[config.mk]
export PLATFORM = sky130hd
export DESIGN_NAME = aes_mixcol_seq
export DESIGN_NICKNAME = d
export VERILOG_FILES = /design/src/rtl/aes_pkg.sv /design/src/rtl/aes_mixcol_col.sv /design/src/rtl/aes_mixcol_seq.sv
export SDC_FILE = /design/constraint.sdc
export NUM_CORES = 1
export LEC_CHECK = 0
export ABC_AREA = 1
export CORE_ASPECT_RATIO = 1.4
export CORE_MARGIN = 8
export CORE_UTILIZATION = 46
export CTS_CLUSTER_SIZE = 30
export DETAILED_ROUTE_END_ITERATION = 6
export HOLD_SLACK_MARGIN = 0.03
export PLACE_DENSITY = 0.77
export SYNTH_ARGS = -nofsm -noshare
export SYNTH_HDL_FRONTEND = slang
export SYNTH_SLANG_ARGS = --single-unit
[constraint.sdc]
create_clock -name clk -period 1.68 [get_ports clk]
set_clock_uncertainty 0.05 [all_clocks]
set_input_delay 0.252 -clock clk [delete_from_list [all_inputs] [get_ports clk]]
set_output_delay 0.252 -clock clk [all_outputs]
set_load 0.02 [all_outputs]
[src/rtl/aes_pkg.sv]
// aes_pkg: shared definitions for the AES MixColumns sequencer.
//   AES_POLY   - low byte of the GF(2^8) reduction polynomial 0x11B
//   BYTE_W / COL_W / STATE_W / NUM_COLS - data geometry
//   xtime()    - multiply a byte by {02} in GF(2^8)
//   mix_state_e - sequencer FSM states (IDLE/MIX/DONE)
package aes_pkg;

  localparam logic [7:0] AES_POLY = 8'h1B;
  localparam int BYTE_W   = 8;
  localparam int COL_W    = 32;
  localparam int STATE_W  = 128;
  localparam int NUM_COLS = 4;

  typedef enum logic [1:0] {
    ST_IDLE = 2'd0,
    ST_MIX  = 2'd1,
    ST_DONE = 2'd2
  } mix_state_e;

  function automatic logic [7:0] xtime(input logic [7:0] b);
    return {b[6:0], 1'b0} ^ (b[7] ? AES_POLY : 8'h00);
  endfunction

endpackage

[src/rtl/aes_mixcol_col.sv]
// aes_mixcol_col: combinational mixer for one 32-bit AES state column.
//   col_in  [31:0] - column, byte a0 in [31:24] .. a3 in [7:0]
//   inv            - select InvMixColumns (only honoured with AES_MIXCOL_INV_EN)
//   col_out [31:0] - mixed column, same byte ordering
// Build option: define AES_MIXCOL_INV_EN to synthesize the inverse transform.
module aes_mixcol_col
  import aes_pkg::*;
(
  input  logic [COL_W-1:0] col_in,
  input  logic             inv,
  output logic [COL_W-1:0] col_out
);

  logic [BYTE_W-1:0] a  [NUM_COLS];
  logic [BYTE_W-1:0] a2 [NUM_COLS];
  logic [COL_W-1:0]  fwd_col;

  always_comb begin
    for (int i = 0; i < NUM_COLS; i++) begin
      a[i]  = col_in[COL_W-1-BYTE_W*i -: BYTE_W];
      a2[i] = xtime(a[i]);
    end
  end

  // r_i = 2*a_i ^ 3*a_{i+1} ^ a_{i+2} ^ a_{i+3}, indices mod 4
  always_comb begin
    fwd_col = '0;
    for (int i = 0; i < NUM_COLS; i++) begin
      fwd_col[COL_W-1-BYTE_W*i -: BYTE_W] = a2[i] ^ a2[2'(i+1)] ^ a[2'(i+1)]
                                           ^ a[2'(i+2)] ^ a[2'(i+3)];
    end
  end

`ifdef AES_MIXCOL_INV_EN
  logic [BYTE_W-1:0] a4 [NUM_COLS];
  logic [BYTE_W-1:0] a8 [NUM_COLS];
  logic [COL_W-1:0]  inv_col;

  // Inverse coefficients from chained xtime:
  // 0e = 8^4^2, 0b = 8^2^1, 0d = 8^4^1, 09 = 8^1
  always_comb begin
    inv_col = '0;
    for (int i = 0; i < NUM_COLS; i++) begin
      a4[i] = xtime(a2[i]);
      a8[i] = xtime(a4[i]);
    end
    for (int i = 0; i < NUM_COLS; i++) begin
      inv_col[COL_W-1-BYTE_W*i -: BYTE_W] =
          (a8[i] ^ a4[i] ^ a2[i])
        ^ (a8[2'(i+1)] ^ a2[2'(i+1)] ^ a[2'(i+1)])
        ^ (a8[2'(i+2)] ^ a4[2'(i+2)] ^ a[2'(i+2)])
        ^ (a8[2'(i+3)] ^ a[2'(i+3)]);
    end
  end

  assign col_out = inv ? inv_col : fwd_col;
`else
  // Forward-only build: inv is accepted for port compatibility and has no effect.
  assign col_out = fwd_col ^ {COL_W{inv & 1'b0}};
`endif

endmodule

[src/rtl/aes_mixcol_seq.sv]
// aes_mixcol_seq: column-serial AES MixColumns sequencer.
// Captures a 128-bit state, mixes COLS_PER_CYCLE columns per cycle through
// shared aes_mixcol_col units, and holds the result on an output handshake.
//   clk, rst_n          - clock, async active-low reset
//   in_valid/in_ready   - input handshake; in_state, in_bypass, in_inv sampled at accept
//   out_valid/out_ready - output handshake; out_state holds the result
//   busy                - high while in MIX or DONE
//   state_dbg           - current FSM state (mix_state_e encoding)
// Parameter COLS_PER_CYCLE: 1, 2 or 4.
// Build option: AES_MIXCOL_INV_EN enables the InvMixColumns path selected by in_inv.
//
// Handshakes: a transfer happens on a rising edge where valid and ready are
// both high. in_ready is high only in IDLE; out_valid is high only in DONE, and
// out_state is held constant until the transfer. Inputs outside IDLE are ignored.
module aes_mixcol_seq
  import aes_pkg::*;
#(
  parameter int COLS_PER_CYCLE = 1
) (
  input  logic               clk,
  input  logic               rst_n,
  input  logic               in_valid,
  output logic               in_ready,
  input  logic [STATE_W-1:0] in_state,
  input  logic               in_bypass,
  input  logic               in_inv,
  output logic               out_valid,
  input  logic               out_ready,
  output logic [STATE_W-1:0] out_state,
  output logic               busy,
  output logic [1:0]         state_dbg
);

  if (!(COLS_PER_CYCLE == 1 || COLS_PER_CYCLE == 2 || COLS_PER_CYCLE == 4)) begin : g_bad_param
    $error("aes_mixcol_seq: COLS_PER_CYCLE must be 1, 2 or 4");
  end

  localparam logic [1:0] CNT_STEP = 2'(COLS_PER_CYCLE);
  localparam logic [1:0] LAST_CNT = 2'(NUM_COLS - COLS_PER_CYCLE);

  mix_state_e         state_q, state_d;
  logic [STATE_W-1:0] data_q, data_d;
  logic [STATE_W-1:0] res_q, res_d;
  logic [1:0]         col_cnt_q, col_cnt_d;
  logic               bypass_q, bypass_d;
  logic               inv_q, inv_d;

  logic [1:0]       slot    [COLS_PER_CYCLE];
  logic [COL_W-1:0] mix_in  [COLS_PER_CYCLE];
  logic [COL_W-1:0] mix_out [COLS_PER_CYCLE];

  // Unit g handles column col_cnt+g; column c lives in bits [127-32c -: 32].
  for (genvar g = 0; g < COLS_PER_CYCLE; g++) begin : g_mix
    assign slot[g]   = col_cnt_q + 2'(g);
    assign mix_in[g] = data_q[COL_W*(NUM_COLS-1-int'(slot[g])) +: COL_W];

    aes_mixcol_col u_col (
      .col_in  (mix_in[g]),
      .inv     (inv_q),
      .col_out (mix_out[g])
    );
  end

  always_comb begin
    state_d   = state_q;
    data_d    = data_q;
    res_d     = res_q;
    col_cnt_d = col_cnt_q;
    bypass_d  = bypass_q;
    inv_d     = inv_q;
    case (state_q)
      ST_IDLE: begin
        if (in_valid) begin
          data_d    = in_state;
          bypass_d  = in_bypass;
          inv_d     = in_inv;
          col_cnt_d = '0;
          res_d     = '0;
          state_d   = ST_MIX;
        end
      end
      ST_MIX: begin
        // Bypass spends a single MIX cycle copying the state so that its
        // output timing matches a one-group mix.
        if (bypass_q) begin
          res_d   = data_q;
          state_d = ST_DONE;
        end else begin
          for (int g = 0; g < COLS_PER_CYCLE; g++) begin
            res_d[COL_W*(NUM_COLS-1-int'(slot[g])) +: COL_W] = mix_out[g];
          end
          col_cnt_d = col_cnt_q + CNT_STEP;
          if (col_cnt_q == LAST_CNT) begin
            state_d = ST_DONE;
          end
        end
      end
      ST_DONE: begin
        if (out_ready) begin
          state_d = ST_IDLE;
        end
      end
      default: state_d = ST_IDLE;
    endcase
  end

  always_ff @(posedge clk or negedge rst_n) begin
    if (!rst_n) begin
      state_q   <= ST_IDLE;
      data_q    <= '0;
      res_q     <= '0;
      col_cnt_q <= '0;
      bypass_q  <= 1'b0;
      inv_q     <= 1'b0;
    end else begin
      state_q   <= state_d;
      data_q    <= data_d;
      res_q     <= res_d;
      col_cnt_q <= col_cnt_d;
      bypass_q  <= bypass_d;
      inv_q     <= inv_d;
    end
  end

  assign in_ready  = (state_q == ST_IDLE);
  assign out_valid = (state_q == ST_DONE);
  assign busy      = (state_q == ST_MIX) || (state_q == ST_DONE);
  // The result register fills column by column; only show it once complete.
  assign out_state = out_valid ? res_q : '0;
  assign state_dbg = state_q;

endmodule

==> qor.txt <==
Routed Antenna Nets -> 0
Core Util, Final -> 0.6728
Peak supply drop -> 0.8921 mV
Post-Syn Instances -> 1,558
Critical path's most frequent cell -> buf_12
Hold WS -> 0.2030 ns
Post-layout min period -> 2.193 ns
Max stage delay cell, worst path -> dfrtp_2
Area growth from synthesis to layout -> 44.34%
Tightest Hold Check Type -> primary input to async pin
# H-tree levels -> 1
Initial core utilization -> 0.4661
#FFs+latches synth -> 261
RSZ-0062 raised after global routing -> true
Core Area -> 25,380 um2
# setup viols final -> 373
CP Data Required Time -> 1.38 ns
Final net count -> 1,990
Gr ovfl total -> 0
Average routed wire per standard cell -> 17.01 um
CTS buffer count -> 25
Period Utilization, post-route -> 1.305
Rel. slew slack -> 0.6920
Post-DP HPWL -> 23,360 um
CTS clk-pin slew, worst paths -> 0.07 ns
Vias per Instance -> 4.986
Pre-Repair DR Iteration Count -> 5
Chip Width -> 151.5 um
Core Rows -> 69
Startpoint class of the critical path -> flop
Initial drt markers -> 602
Commonest non-fill, non-tap cell in the layout -> nand2_1
Die height -> 205.8 um
Final Power -> 0.02866 W
Cell taking the most area after synthesis -> dfrtp_1
Max stage delay on crit path -> 0.44 ns
Final Hold Viols -> 0
Count of different cell masters after synthesis -> 13
Synth Net Count -> 1,699
Routability congestion estimate -> 0.8310
Fmax achieved -> 0.4560 GHz
Routed Wire Length -> 37,250 um
Worst Path Class, Setup -> flop to primary output
# Max-Cap Violations -> 0
Sequential share of the synthesized area -> 0.5520
Number of I/O pins -> 267
Share of Yosys cell area claimed by the top area cell type -> 0.5520
Element type at the critical path end -> primary output
Drt drc -> 0
Vias -> 10,920
Synth area leaders -> dfrtp_1, nand2_1, inv_1
Final worst slack -> -0.5130 ns
Max Buffers Root-to-Sink -> 3
Met1 usage -> 0.2679
WP data arrival -> 1.89 ns
Synthesized area -> 11,830 um2
Largest net degree at the start of global routing -> 60
Max-slew violation total from the final report -> 0
Share of cells above drive strength 1 -> 0.1960
Vias in the first global route -> 10,860
Leakage -> 10.04 nW
# port buffers -> 265
GR Layer Usage met3 -> 0.04621
Worst slew pin tran -> 0.4619 ns
Power Dens Cells -> 1678 nW/um2
First-pass GRT wire length -> 55,660 um
Sink Count -> 261
YS warnings -> 0
Mean post-synth cell area -> 7.594 um2
Most frequent cells in the layout -> nand2_1, dfrtp_1, nor2_1
Root Buffer -> clkbuf_16
Post-Place Setup Slack -> -0.3608 ns
Antenna violations before repair -> 4
CP Max Fanout -> 7
TritonCTS clock tree -> done
Failing checks -> negative setup slack
Busiest layer in global routing -> met2
Gr usage total -> 0.2221
Met2 usage -> 0.3756
Cell Chain, Critical Path -> ha_4, buf_12, buf_12, buf_16, buf_8, nand2_2, inv_2, buf_6
Clk_lat worst skew -> 0.52 ns
Status -> finished, violations left
Full die area -> 31,180 um2
per-stage QoR:
stage	area, um2	TNS, ns	cells
after global placement	15300	-51.72	2100
after floorplan	11940	0	1558
after CTS	16530	-92.19	2164
final	17080	-93.99	2190
after global routing	17080	-121.91	2190
after detailed placement	15300	-58.55	2100
worst max-delay path, delay by kind of cell (launching register included):
kind,cells,cell delay [ns]
flops,1,0.44
simple gates,1,0.06
buf+inv,6,0.69
fa+ha+maj,1,0.20
kinds of logic after synthesis:
family / after synthesis / synth area share
AOI/OAI and AO/OA: 129 / 0.05489
DFF: 261 / 0.5520
and+or+nand+nor: 801 / 0.2687
adders and majority gates: 7 / 0.007402
buffers and inverters: 360 / 0.1170
final timing paths:
check	start	endpoint	slack [ns]	depth (start not counted)
min in group clk	in_state[62]	data_q[62]	0.25	3
worst min register to register	res_q[61]	res_q[61]	0.42	2
worst min-delay path	rst_n	res_q[58]	0.20	2
max in group asynchronous	rst_n	data_q[124]	0.70	3
worst max-delay path	state_dbg[1]	out_state[34]	-0.51	8
worst max register to register	state_dbg[0]	res_q[50]	-0.30	11
layer usage:
| metal | vias to the layer above | wire length [um] |
|---|---|---|
| li1 | 5210 | - |
| met1 | 5208 | 13940 |
| met2 | 417 | 19070 |
| met3 | 84 | 2727 |
| met4 | 0 | 1516 |
| met5 | - | 0 |
synth_stat cells (all sizes together):
master / count
nor2: 259
nand3b: 1
o21ai: 1
inv: 266
buf: 31
dfrtp: 261
nand2: 408
clkbuf: 63
a21oi: 128
nand4: 2
nand3: 131
ha: 7
power by group:
part | switching, W | leakage (nW) | internal (W)
logic | 0.00707 | 6.38 | 0.00506
clock network | 0.00244 | 0.444 | 0.00362
registers | 0.00145 | 3.22 | 0.00902
sequential cells by signal (all words and copies together) (netlist names):
register   cells
res_q        128
state_dbg      2
col_cnt_q      2
bypass_q       1
data_q       128
layout make-up:
class	instances	area (um2)
Timing Repair Buffer	358	4015
Clock buffer	33	715.7
Multi-Input combinational cell	937	4235
Antenna cell	4	10.01
Tap cell	319	399.1
Fill cell	1991	8304
Sequential cell	261	6534
Inverter	266	998.5
Clock inverter	12	170.2
timing repair:
item,CTS,global route
hold endpoints to repair,181,0
setup buffers,15,12
endpoints found under the setup margin,362,378
cloned,3,13
hold buffers,1,0
pin swaps,0,3
gates resized for setup,542,317
(Power assumes the default switching activity.)
